## src/rtl/uart_rx_if.sv

```systemverilog
// Byte delivery channel of the UART receiver: one-entry valid/ready handshake.
interface uart_rx_if;
    logic [7:0] rx_data_o;
    logic       rx_valid_o;
    logic       rx_ready_i;

    modport master (output rx_data_o, output rx_valid_o, input rx_ready_i);
    modport slave  (input rx_data_o, input rx_valid_o, output rx_ready_i);
endinterface

```

## src/rtl/uart_rx_core.sv

```systemverilog
// 8N1 LSB-first UART receiver with a one-entry holding register and
// framing/overrun error pulses.
module uart_rx_core #(
    parameter int BAUD = 115200,
    parameter int FREQ = 50_000_000
) (
    input  logic        clk_i,
    input  logic        rst_ni,
    input  logic        rx_i,
    uart_rx_if.master   rx_if,
    output logic        frame_err_o,
    output logic        overrun_o,
    output logic        busy_o
);
    localparam int CLKS_PER_BIT = FREQ / BAUD;
    localparam int HALF_BIT     = CLKS_PER_BIT / 2;
    localparam int CNT_W        = $clog2(CLKS_PER_BIT);

    localparam logic [CNT_W-1:0] HALF_LAST = CNT_W'(HALF_BIT - 1);
    localparam logic [CNT_W-1:0] BIT_LAST  = CNT_W'(CLKS_PER_BIT - 1);

    localparam logic [2:0] ST_IDLE  = 3'd0;
    localparam logic [2:0] ST_START = 3'd1;
    localparam logic [2:0] ST_DATA  = 3'd2;
    localparam logic [2:0] ST_STOP  = 3'd3;
    localparam logic [2:0] ST_BREAK = 3'd4;

    logic             sync1_r, rxs_r;
    logic [2:0]       state_r, state_nxt_s;
    logic [CNT_W-1:0] cnt_r, cnt_nxt_s;
    logic [2:0]       idx_r, idx_nxt_s;
    logic [7:0]       shift_r, shift_nxt_s;
    logic [7:0]       data_r, data_nxt_s;
    logic             valid_r, valid_nxt_s;
    logic             ferr_r, ovr_r, ovr_nxt_s;
    logic             busy_r;
    logic             stop_ok_s, stop_bad_s;

    // Frame sequencing: start validation, data shifting, stop check, break wait.
    always_comb begin
        state_nxt_s = state_r;
        cnt_nxt_s   = cnt_r;
        idx_nxt_s   = idx_r;
        shift_nxt_s = shift_r;
        stop_ok_s   = 1'b0;
        stop_bad_s  = 1'b0;
        case (state_r)
            ST_IDLE: begin
                cnt_nxt_s = '0;
                if (!rxs_r) state_nxt_s = ST_START;
                else        state_nxt_s = ST_IDLE;
            end
            ST_START: begin
                if (cnt_r == HALF_LAST) begin
                    cnt_nxt_s = '0;
                    idx_nxt_s = 3'd0;
                    // A line back high at mid start bit was a glitch.
                    if (!rxs_r) state_nxt_s = ST_DATA;
                    else        state_nxt_s = ST_IDLE;
                end else begin
                    cnt_nxt_s = cnt_r + CNT_W'(1);
                end
            end
            ST_DATA: begin
                if (cnt_r == BIT_LAST) begin
                    cnt_nxt_s          = '0;
                    shift_nxt_s[idx_r] = rxs_r;
                    if (idx_r == 3'd7) state_nxt_s = ST_STOP;
                    else               idx_nxt_s   = idx_r + 3'd1;
                end else begin
                    cnt_nxt_s = cnt_r + CNT_W'(1);
                end
            end
            ST_STOP: begin
                if (cnt_r == BIT_LAST) begin
                    cnt_nxt_s = '0;
                    if (rxs_r) begin
                        stop_ok_s   = 1'b1;
                        state_nxt_s = ST_IDLE;
                    end else begin
                        stop_bad_s  = 1'b1;
                        state_nxt_s = ST_BREAK;
                    end
                end else begin
                    cnt_nxt_s = cnt_r + CNT_W'(1);
                end
            end
            ST_BREAK: begin
                cnt_nxt_s = '0;
                if (rxs_r) state_nxt_s = ST_IDLE;
                else       state_nxt_s = ST_BREAK;
            end
            default: begin
                state_nxt_s = ST_IDLE;
                cnt_nxt_s   = '0;
            end
        endcase
    end

    // Holding register: load on good stop unless full and not draining.
    always_comb begin
        data_nxt_s  = data_r;
        valid_nxt_s = valid_r;
        ovr_nxt_s   = 1'b0;
        if (stop_ok_s) begin
            if (!valid_r || rx_if.rx_ready_i) begin
                data_nxt_s  = shift_r;
                valid_nxt_s = 1'b1;
            end else begin
                ovr_nxt_s = 1'b1;
            end
        end else if (valid_r && rx_if.rx_ready_i) begin
            valid_nxt_s = 1'b0;
        end else begin
            valid_nxt_s = valid_r;
        end
    end

    // State and output registers; sync flops reset to the idle line level.
    always_ff @(posedge clk_i) begin
        if (!rst_ni) begin
            sync1_r <= 1'b1;
            rxs_r   <= 1'b1;
            state_r <= ST_IDLE;
            cnt_r   <= '0;
            idx_r   <= 3'd0;
            shift_r <= 8'h00;
            data_r  <= 8'h00;
            valid_r <= 1'b0;
            ferr_r  <= 1'b0;
            ovr_r   <= 1'b0;
            busy_r  <= 1'b0;
        end else begin
            sync1_r <= rx_i;
            rxs_r   <= sync1_r;
            state_r <= state_nxt_s;
            cnt_r   <= cnt_nxt_s;
            idx_r   <= idx_nxt_s;
            shift_r <= shift_nxt_s;
            data_r  <= data_nxt_s;
            valid_r <= valid_nxt_s;
            ferr_r  <= stop_bad_s;
            ovr_r   <= ovr_nxt_s;
            busy_r  <= (state_nxt_s != ST_IDLE);
        end
    end

    assign rx_if.rx_data_o  = data_r;
    assign rx_if.rx_valid_o = valid_r;
    assign frame_err_o      = ferr_r;
    assign overrun_o        = ovr_r;
    assign busy_o           = busy_r;
endmodule

```

## src/flat_wrapper.sv

```systemverilog
// flat-port wrapper written by rule: the top's interface ports become plain ports
module uart_rx_core_flat 
#(
    parameter int BAUD = 115200,
    parameter int FREQ = 50_000_000
)
  (clk_i, rst_ni, rx_i, frame_err_o, overrun_o, busy_o, rx_if_rx_data_o, rx_if_rx_valid_o, rx_if_rx_ready_i);
  uart_rx_if rx_if_i ();
  input  logic clk_i;
  input  logic rst_ni;
  input  logic rx_i;
  output logic frame_err_o;
  output logic overrun_o;
  output logic busy_o;
  output wire logic [$bits(rx_if_i.rx_data_o)-1:0] rx_if_rx_data_o;
  output wire logic [$bits(rx_if_i.rx_valid_o)-1:0] rx_if_rx_valid_o;
  input wire logic [$bits(rx_if_i.rx_ready_i)-1:0] rx_if_rx_ready_i;
  assign rx_if_rx_data_o = rx_if_i.rx_data_o;
  assign rx_if_rx_valid_o = rx_if_i.rx_valid_o;
  assign rx_if_i.rx_ready_i = rx_if_rx_ready_i;
  uart_rx_core #(.BAUD(BAUD), .FREQ(FREQ)) u_core (.clk_i(clk_i), .rst_ni(rst_ni), .rx_i(rx_i), .rx_if(rx_if_i), .frame_err_o(frame_err_o), .overrun_o(overrun_o), .busy_o(busy_o));
endmodule
```

## config.mk

```make
export PLATFORM = sky130hd
export DESIGN_NAME = uart_rx_core_flat
export DESIGN_NICKNAME = d
export VERILOG_FILES = /design/src/rtl/uart_rx_if.sv /design/src/rtl/uart_rx_core.sv /design/src/flat_wrapper.sv
export SDC_FILE = /design/constraint.sdc
export NUM_CORES = 1
export LEC_CHECK = 0
export ABC_CLOCK_PERIOD_IN_PS = 3000
export CAP_MARGIN = 20
export CORE_MARGIN = 2
export CORE_UTILIZATION = 49
export DETAILED_ROUTE_END_ITERATION = 8
export GPL_TIMING_DRIVEN = 1
export PLACE_DENSITY_LB_ADDON = 0.25
export SLEW_MARGIN = 40
export SYNTH_ARGS = -nofsm -noshare
export SYNTH_HDL_FRONTEND = slang
export SYNTH_SLANG_ARGS = --single-unit
export TNS_END_PERCENT = 5
```

## constraint.sdc

```tcl
create_clock -name clk_i -period 3 [get_ports clk_i]
set_clock_uncertainty 0.2 [all_clocks]
set_input_delay 0.45 -clock clk_i [delete_from_list [all_inputs] [get_ports clk_i]]
set_output_delay 0.45 -clock clk_i [all_outputs]
set_load 0.01 [all_outputs]
```

# [Word level (Yosys, flattened, before mapping)]
# Cells that the tools add are included.
[classes] addsub=2 n_lt_le_gt_ge=2 n_eq_ne=11 n_mux=26 reduce_logical=15
[ops] op="two-way mux 3 bit" n=8
[ops] op="two-way mux 9 bit" n=2
[ops] op="one-hot mux 9 bit (2 select lines)" n=1
[ops] op="one-hot mux 3 bit (5 select lines)" n=1
[ops] op="two-way mux 1 bit" n=10
[ops] op="adder 9 x 1 -> 9 bit, second input constant" n=1
[ops] op="== test 9 x 8 -> 1 bit, second input constant" n=1
[ops] op="== test 9 bit, second input constant" n=1
[ops] op="bitwise mux 8 bit" n=1
[ops] op="AND reduction 2 bit" n=4
[ops] op="== test 3 x 2 -> 1 bit, second input constant" n=2
[ops] op="== test 3 bit, second input constant" n=2
[ops] op="one-hot mux 3 bit (2 select lines)" n=1
[ops] op="less-than comparator 3 x 4 -> 1 bit, second input constant" n=1
[ops] op="!= test 2 x 1 -> 1 bit, second input constant" n=2
[ops] op="!= test 2 bit, second input constant" n=2
[ops] op="AND reduction 4 bit" n=1
[ops] op="nonzero test 2 bit" n=2
[ops] op="adder 3 x 1 -> 3 bit, second input constant" n=1
[ops] op="demux 1 bit (select 3 bit)" n=1
[ops] op="== test 3 x 1 -> 1 bit, second input constant" n=1
[ops] op=">= comparator 3 x 1 -> 1 bit, second input constant" n=1
[ops] op="zero test 3 bit" n=1
[ops] op="AND reduction 3 bit" n=1
[ops] op="6 further kinds" n=7
[word_totals] ff_bits=37 output_inout_bits=12

# [Longest topological paths before layout]
# Gate-level depths: netlist of run 1.
[depth] word_depth=5 mapped_depth=9

# [Least setup slack after synthesis of run 1]
# OpenSTA, ideal clock, no wires.
[synth_timing] path_type="register to register" startpoint="register u_core.cnt_r[0]" endpoint="register u_core.idx_r[2]" t_arrival_ns=1.680 slack_ns=0.992 path_stages_with_launch=8 synth_period_minus_slack_ns=2.008 path_cell_list="dfxtp_1 -> ha_1 -> and4bb_1 -> clkbuf_1 -> nand3_1 -> a221oi_2 -> mux2i_1 -> nor2_1"
[synth_between] elab_chain_len=3 elab_cells_between_ends=5 classes_between="4 x eq/ne; 1 x reduce/logical"
[synth_lines] element="from (decl)" line="uart_rx_core.sv:30" rtl="logic [CNT_W-1:0] cnt_r, cnt_nxt_s;"
[synth_lines] element="from (signal assigned)" line="uart_rx_core.sv:137" rtl="cnt_r <= cnt_nxt_s;"
[synth_lines] element="== test 9 bit / == test 9 x 8 -> 1 bit (equally long branches)" line="uart_rx_core.sv:65, uart_rx_core.sv:54"
[synth_lines] element="!= test 2 x 1 -> 1 bit (no source line)"
[synth_lines] element="AND reduction 4 bit (no source line) (*)"
[synth_lines] element="to (signal assigned)" line="uart_rx_core.sv:138" rtl="idx_r <= idx_nxt_s;"
[synth_lines] element="to (decl)" line="uart_rx_core.sv:31" rtl="logic [2:0] idx_r, idx_nxt_s;"
# Mark *: on every way between the ends. The rest lies on a longest branch, timed or not.
# A chain may end at the register's enable or synchronous reset.

# [Final worst setup path of run 1]
[layout_timing] startpoint="register u_core.cnt_r[1]" endpoint="register u_core.cnt_r[7]"
[layout_between] elab_chain_len=3 elab_cells_between_ends=6 classes_between="1 x add/sub; 2 x eq/ne; 3 x mux"
[layout_lines] element="adder 9 x 1 -> 9 bit, or another cell as far along" line="uart_rx_core.sv:61, uart_rx_core.sv:71, uart_rx_core.sv:85"
[layout_lines] element="two-way mux 9 bit (on tied branches)" line="uart_rx_core.sv:65, uart_rx_core.sv:75, uart_rx_core.sv:54"
[layout_lines] element="one-hot mux 9 bit (2 select lines) (*)" line="uart_rx_core.sv:47" rtl="case (state_r)"
# Marks and branches as above.

==> impl_metrics.yaml, run 1 <==
timing:
  fmax_mhz: 451.5
  rsz0062_at_grt: "false"
  slew_violations: 0
  finalSetupViolCount: 0
  relSlewSlack_pct: 61.70
  finalHoldViolations: 0
  finalSetupTns_ns: 0
  worst-slew-pin-transition_ns: 0.5667
  fin_ws_ns: 0.7849
  fin_crit_ns: 2.215
  fin_crit_sh_pct: 73.84
global_route:
  first_global_vias: 1179
  grtUsageTotal_pct: 16.83
  grt_max_degree: 23
  grt_pass1_wl_um: 5237
  antenna_found_initial: 0
  overflow: 0
die:
  die_area_um2: 3898
  core_area_um2: 3311
  die_w_um: 62.43
  rows: 21
  initial_core_util_pct: 50.53
  die_h_um: 62.43
  pin_count: 16
detailed_routing:
  drt-initial-drc-count: 55
  drtPass1Iterations: 5
  routed.top_layer: "met4"
  vias: 1245
  met3_length_um: 139
  drtAntennaViolNets: 0
  finalWirelength_um: 2865
  drc: 0
  vias_per_cell: 5.166
  wl_met2_um: 1412
  drt-met1-wl_um: 1260
  wl_per_cell_um: 11.89
logic_synthesis:
  yosysTopAreaCell: "dfxtp_1"
  synth_edf_count: 0
  postSynthCellCount: 179
  ys_ff_latch: 37
  synth_common_cells: "dfxtp_1, nor2_1, mux2i_1, nand2_1, nor2_2"
  syn_nets: 188
  avgSynthCellArea_um2: 9.346
  async_flop_share_pct: 0
  synth_cell_types: 38
  ys_warn_count: 0
  yosys_most_used_dff: "dfxtp_1"
  ys_seq_area_share_pct: 44.28
  synth_area_leaders: "dfxtp_1, mux2i_1, nor2_1, ha_1, nor2_2"
  netlist_area_um2: 1673
  yosysMostFrequentCell: "dfxtp_1"
  synth_top_area_share_pct: 44.28
placement:
  io_buffers: 15
  place_hpwl_um: 2085
  dp_slack_ns: 0.7255
  gp_congestion: 0.8128
clock_tree:
  clkLatencyLatePin_ns: 0.34
  clkSinkCount: 37
  h-tree-depth: 2
  clock-root-buffer: "clkbuf_4"
  postCtsSetupBuffers: 0
  postCtsResizedCells: 0
  cts_tree: "built"
  cts_made_buffers: 5
  clockBufferDepth: 2
  ctsHoldBuffers: 0
  clkTransAtPathRegs_ns: 0.10
setup_path:
  cp-start-kind: "flip-flop"
  crit_chain: "inv_1 > ha_1 > and4bb_1 > a21oi_2 > nor2_1 > or4_1 > nor2_2"
  startpoint: "u_core.cnt_r[1]"
  required_ns: 3.07
  rr_startpoint: "u_core.cnt_r[1]"
  critPathArrivalTime_ns: 2.29
  cp_max_fo: 9
  slowest_delay_ns: 0.64
  r2r_slack_ns: 0.78
  worstRegToRegCells: 7
  cp_slowest_cell: "or4_1"
  r2r-end: "u_core.cnt_r[7]"
  setup.worst_path.end_class: "flip-flop"
  critical_path_class: "flip-flop to flip-flop"
min_path:
  hp-class: "flip-flop to flip-flop"
  min-delay-start: "u_core.sync1_r"
  min_to: "u_core.rxs_r"
  min_path_cells: 1
cells_and_area:
  fin_util_pct: 58.65
  area_delta_synth_final_pct: 16.08
  final_nets: 203
  multi_input_area_um2: 874.6
  regArea_um2: 740.7
  layout-drive-gt1-share_pct: 13.33
  fill_cells: 304
  n_antenna_cell: 0
power_and_ir_drop:
  leakage_uw: 0.0006912
  vdd_drop_max_mv: 0.2514
  power_density_nw_per_um2: 454.0
flow_run:
  cap_viol_max_count: 0
status:
  status: "complete, no violations"
-- sequential cells by signal (all words and copies together) (netlist names) --
| signal | count |
|---|---|
| u_core.sync1_r | 1 |
| u_core.shift_r | 8 |
| u_core.rx_if.rx_data_o | 8 |
| u_core.rx_if.rx_valid_o | 1 |
| u_core.frame_err_o | 1 |
| u_core.state_r | 3 |
| u_core.cnt_r | 9 |
| u_core.rxs_r | 1 |
| u_core.idx_r | 3 |
| u_core.busy_o | 1 |
| u_core.overrun_o | 1 |
-- layout make-up --
type | instances | area share, %
inverter | 4 | 0.7732
multi-input combinational | 129 | 45.04
tap | 46 | 2.964
clock buffer | 6 | 2.642
timing repair buffer | 17 | 8.505
sequential | 37 | 38.14
clock inverter | 2 | 1.933
-- where the power goes --
group	internal [uW]	leakage, uW	switching (uW)
registers	494	0.000299	4.08
clock network	198	0.0000445	161
logic	12.6	0.000348	12.5
-- layout by cell type (no fill, tap or decap), types with 5 or more instances in the layout --
| cell | netlist | final |
|---|---|---|
| nor2_1 | 27 | 27 |
| nor3_1 | 5 | 5 |
| nand3_1 | 6 | 6 |
| nor2_2 | 9 | 9 |
| a21oi_1 | 5 | 5 |
| clkbuf_4 | 0 | 5 |
| clkdlybuf4s50_1 | 0 | 15 |
| dfxtp_1 | 37 | 37 |
| nand2_1 | 11 | 11 |
| mux2i_1 | 17 | 17 |
| ha_1 | 5 | 5 |
-- worst max-delay path: cells and delay by family (launching register included) --
kind / cells / cell delay, ns
DFF: 1 / 0.36
AOI/OAI and AO/OA: 1 / 0.20
adders and majority gates: 1 / 0.17
buffers and inverters: 1 / 0.07
and+or+nand+nor: 4 / 1.16
-- metal layers --
layer | vias to the layer above | track usage (%)
met1 | 582 | 20.53
met4 | 0 | 5.833
met5 | - | 0
met2 | 19 | 27.28
li1 | 638 | -
met3 | 6 | 6.306
-- stage by stage --
step	cell area, um2	instances	hold WS [ns]	power (uW)
final	1942	241	0.2529	881.6
after global routing	1942	241	0.2789	921.8
after floorplan	1673	179	0.1863	524.2
after detailed placement	1853	233	0.2151	534.3
after CTS	1942	241	0.2516	895.2
after global placement	1853	233	0.2008	533.4
-- logic make-up (layout without fill, tap and decap cells) --
family / after synthesis / after routing / share of synthesized area, %
and+or+nand+nor: 86 / 86 / 28.42
DFF: 37 / 37 / 44.28
muxes: 17 / 17 / 10.17
AOI/OAI and AO/OA: 14 / 14 / 6.283
buffers and inverters: 13 / 29 / 3.440
xor gates and xnor gates: 7 / 7 / 3.665
adders and majority gates: 5 / 5 / 3.740
-- how the worst max path moves through the flow --
stage / to / slack, ns / depth (start not counted)
6_report: u_core.cnt_r[7] / 0.78 / 7
3_5_place_dp: u_core.cnt_r[7] / 0.73 / 4
5_1_grt: u_core.cnt_r[7] / 0.65 / 7
3_3_place_gp: u_core.cnt_r[8] / 0.78 / 4
4_1_cts: u_core.cnt_r[7] / 0.76 / 7
2_1_floorplan: u_core.idx_r[2] / 0.99 / 7
Power figures use the tool's default switching activity.
==> inputs of run 2 (changes only) <==
--- a/config.mk
+++ b/config.mk
@@ -5,7 +5,7 @@
 export SDC_FILE = /design/constraint.sdc
 export NUM_CORES = 1
 export LEC_CHECK = 0
-export ABC_CLOCK_PERIOD_IN_PS = 3000
+export ABC_CLOCK_PERIOD_IN_PS = 2100
 export CAP_MARGIN = 20
 export CORE_MARGIN = 2
 export CORE_UTILIZATION = 49
==> constraint.sdc (replaced) <==
create_clock -name clk_i -period 2.1 [get_ports clk_i]
set_clock_uncertainty 0.2 [all_clocks]
set_input_delay 0.315 -clock clk_i [delete_from_list [all_inputs] [get_ports clk_i]]
set_output_delay 0.315 -clock clk_i [all_outputs]
set_load 0.01 [all_outputs]
==> impl_metrics.yaml, run 2 (synthesis gave the netlist of run 1 again) <==
clock_tree:
  cts_made_buffers: 5
  cts_tree: "built"
  clkTransAtPathRegs_ns: 0.11
  clockBufferDepth: 2
  clock-root-buffer: "clkbuf_4"
  h-tree-depth: 2
  clkSinkCount: 37
  clkLatencyLatePin_ns: 0.34
  postCtsSetupBuffers: 0
global_route:
  grtUsageTotal_pct: 18.23
  first_global_vias: 1282
  overflow: 0
  grt_pass1_wl_um: 5609
  antenna_found_initial: 0
  grt_max_degree: 23
die:
  die_w_um: 62.43
  pin_count: 16
  die_area_um2: 3898
  core_area_um2: 3311
  die_h_um: 62.43
  rows: 21
  initial_core_util_pct: 50.53
setup_path:
  setup.worst_path.end_class: "flip-flop"
  critical_path_class: "flip-flop to flip-flop"
  required_ns: 2.19
  crit_family: "simple AND/OR/NAND/NOR gates"
  slowest_delay_ns: 0.45
  rr_startpoint: "u_core.state_r[2]"
  cp-start-kind: "flip-flop"
  critPathArrivalTime_ns: 2.11
  cp_max_fo: 9
  crit_chain: "or3b_4 > a21oi_4 > nor2_1 > or4_1 > buf_6 > nor2_2"
  cp.buffers_inverters: 1
  startpoint: "u_core.state_r[2]"
  cp_slowest_cell: "or3b_4"
cells_and_area:
  area_delta_synth_final_pct: 22.89
  final_nets: 210
  final_common_cell: "dfxtp_1"
  multi_input_area_um2: 915.9
  layout_common_cells: "dfxtp_1, nor2_1, mux2i_1"
  largest_register_ffs: 9
  n_antenna_cell: 0
  layout-drive-gt1-share_pct: 18.81
  regArea_um2: 743.2
  max_flop_register: "u_core.cnt_r"
  fill_cells: 319
power_and_ir_drop:
  p_total_uw: 1360
  leakage_uw: 0.0007370
  power_density_nw_per_um2: 661.6
  vdd_drop_max_mv: 0.4589
detailed_routing:
  drtAntennaViolNets: 0
  drt-initial-drc-count: 48
  wl_per_cell_um: 12.39
  drtPass1Iterations: 4
  vias_per_cell: 5.198
  drc: 0
  finalWirelength_um: 3072
  vias: 1289
timing:
  fin_crit_ns: 2.017
  fin_ws_ns: 0.08289
  slew_violations: 0
  relSlewSlack_pct: 78.92
  worst-slew-pin-transition_ns: 0.3158
  fmax_mhz: 495.8
  fin_crit_sh_pct: 96.05
  finalSetupViolCount: 0
  rsz0062_at_grt: "false"
  finalHoldViolations: 0
placement:
  gp_congestion: 0.8173
  io_buffers: 15
  place_hpwl_um: 2202
  dp_slack_ns: -0.02837
status:
  status: "complete, no violations"
flow_run:
  cap_viol_max_count: 0
min_path:
  min-delay-start: "u_core.sync1_r"
  hp-class: "flip-flop to flip-flop"
==> run 2: path summary, 6_finish.rpt <==
check                          to  slack, ns  depth (start not counted)
hold reg to reg      u_core.rxs_r       0.24                          1
setup / recovery  u_core.cnt_r[6]       0.08                          6
setup reg to reg  u_core.cnt_r[6]       0.08                          6
hold / removal       u_core.rxs_r       0.24                          1
==> run 2: power by group <==
group          internal, uW  switching (uW)
registers               706            3.51
logic                  21.4            21.3
clock network           368             240
==> run 2: routing by layer <==
metal  wire length [um]  global-route usage, %
met5                  0                      0
met4                 49                  8.333
met3                120                  4.505
met2               1516                  30.65
met1               1386                  21.99
==> run 2: timing repair <==
item,in CTS,in global routing
pin swaps,0,0
gates cloned,0,0
hold buffers,0,0
setup endpoints to repair,10,17
resized for setup,3,7
==> run 2: layout make-up <==
type                       instances  area share [%]
clock buffer                       5           1.826
clock inverter                     3           3.165
tap                               46           2.800
sequential                        37           36.15
inverter                           4          0.7304
timing repair buffer              24           10.77
multi-input combinational        129           44.55
==> run 2: through the flow <==
step	hold WS (ns)	TNS (ns)	utilization, %	area (um2)	cells
after detailed placement	0.2093	-0.07048	57.56	1906	240
after floorplan	0.1863	0	-	1673	179
final	0.2417	0	62.09	2056	248
after global placement	0.2021	0	57.56	1906	240
after CTS	0.2467	0	60.88	2016	248
after global routing	0.2587	0	62.09	2056	248
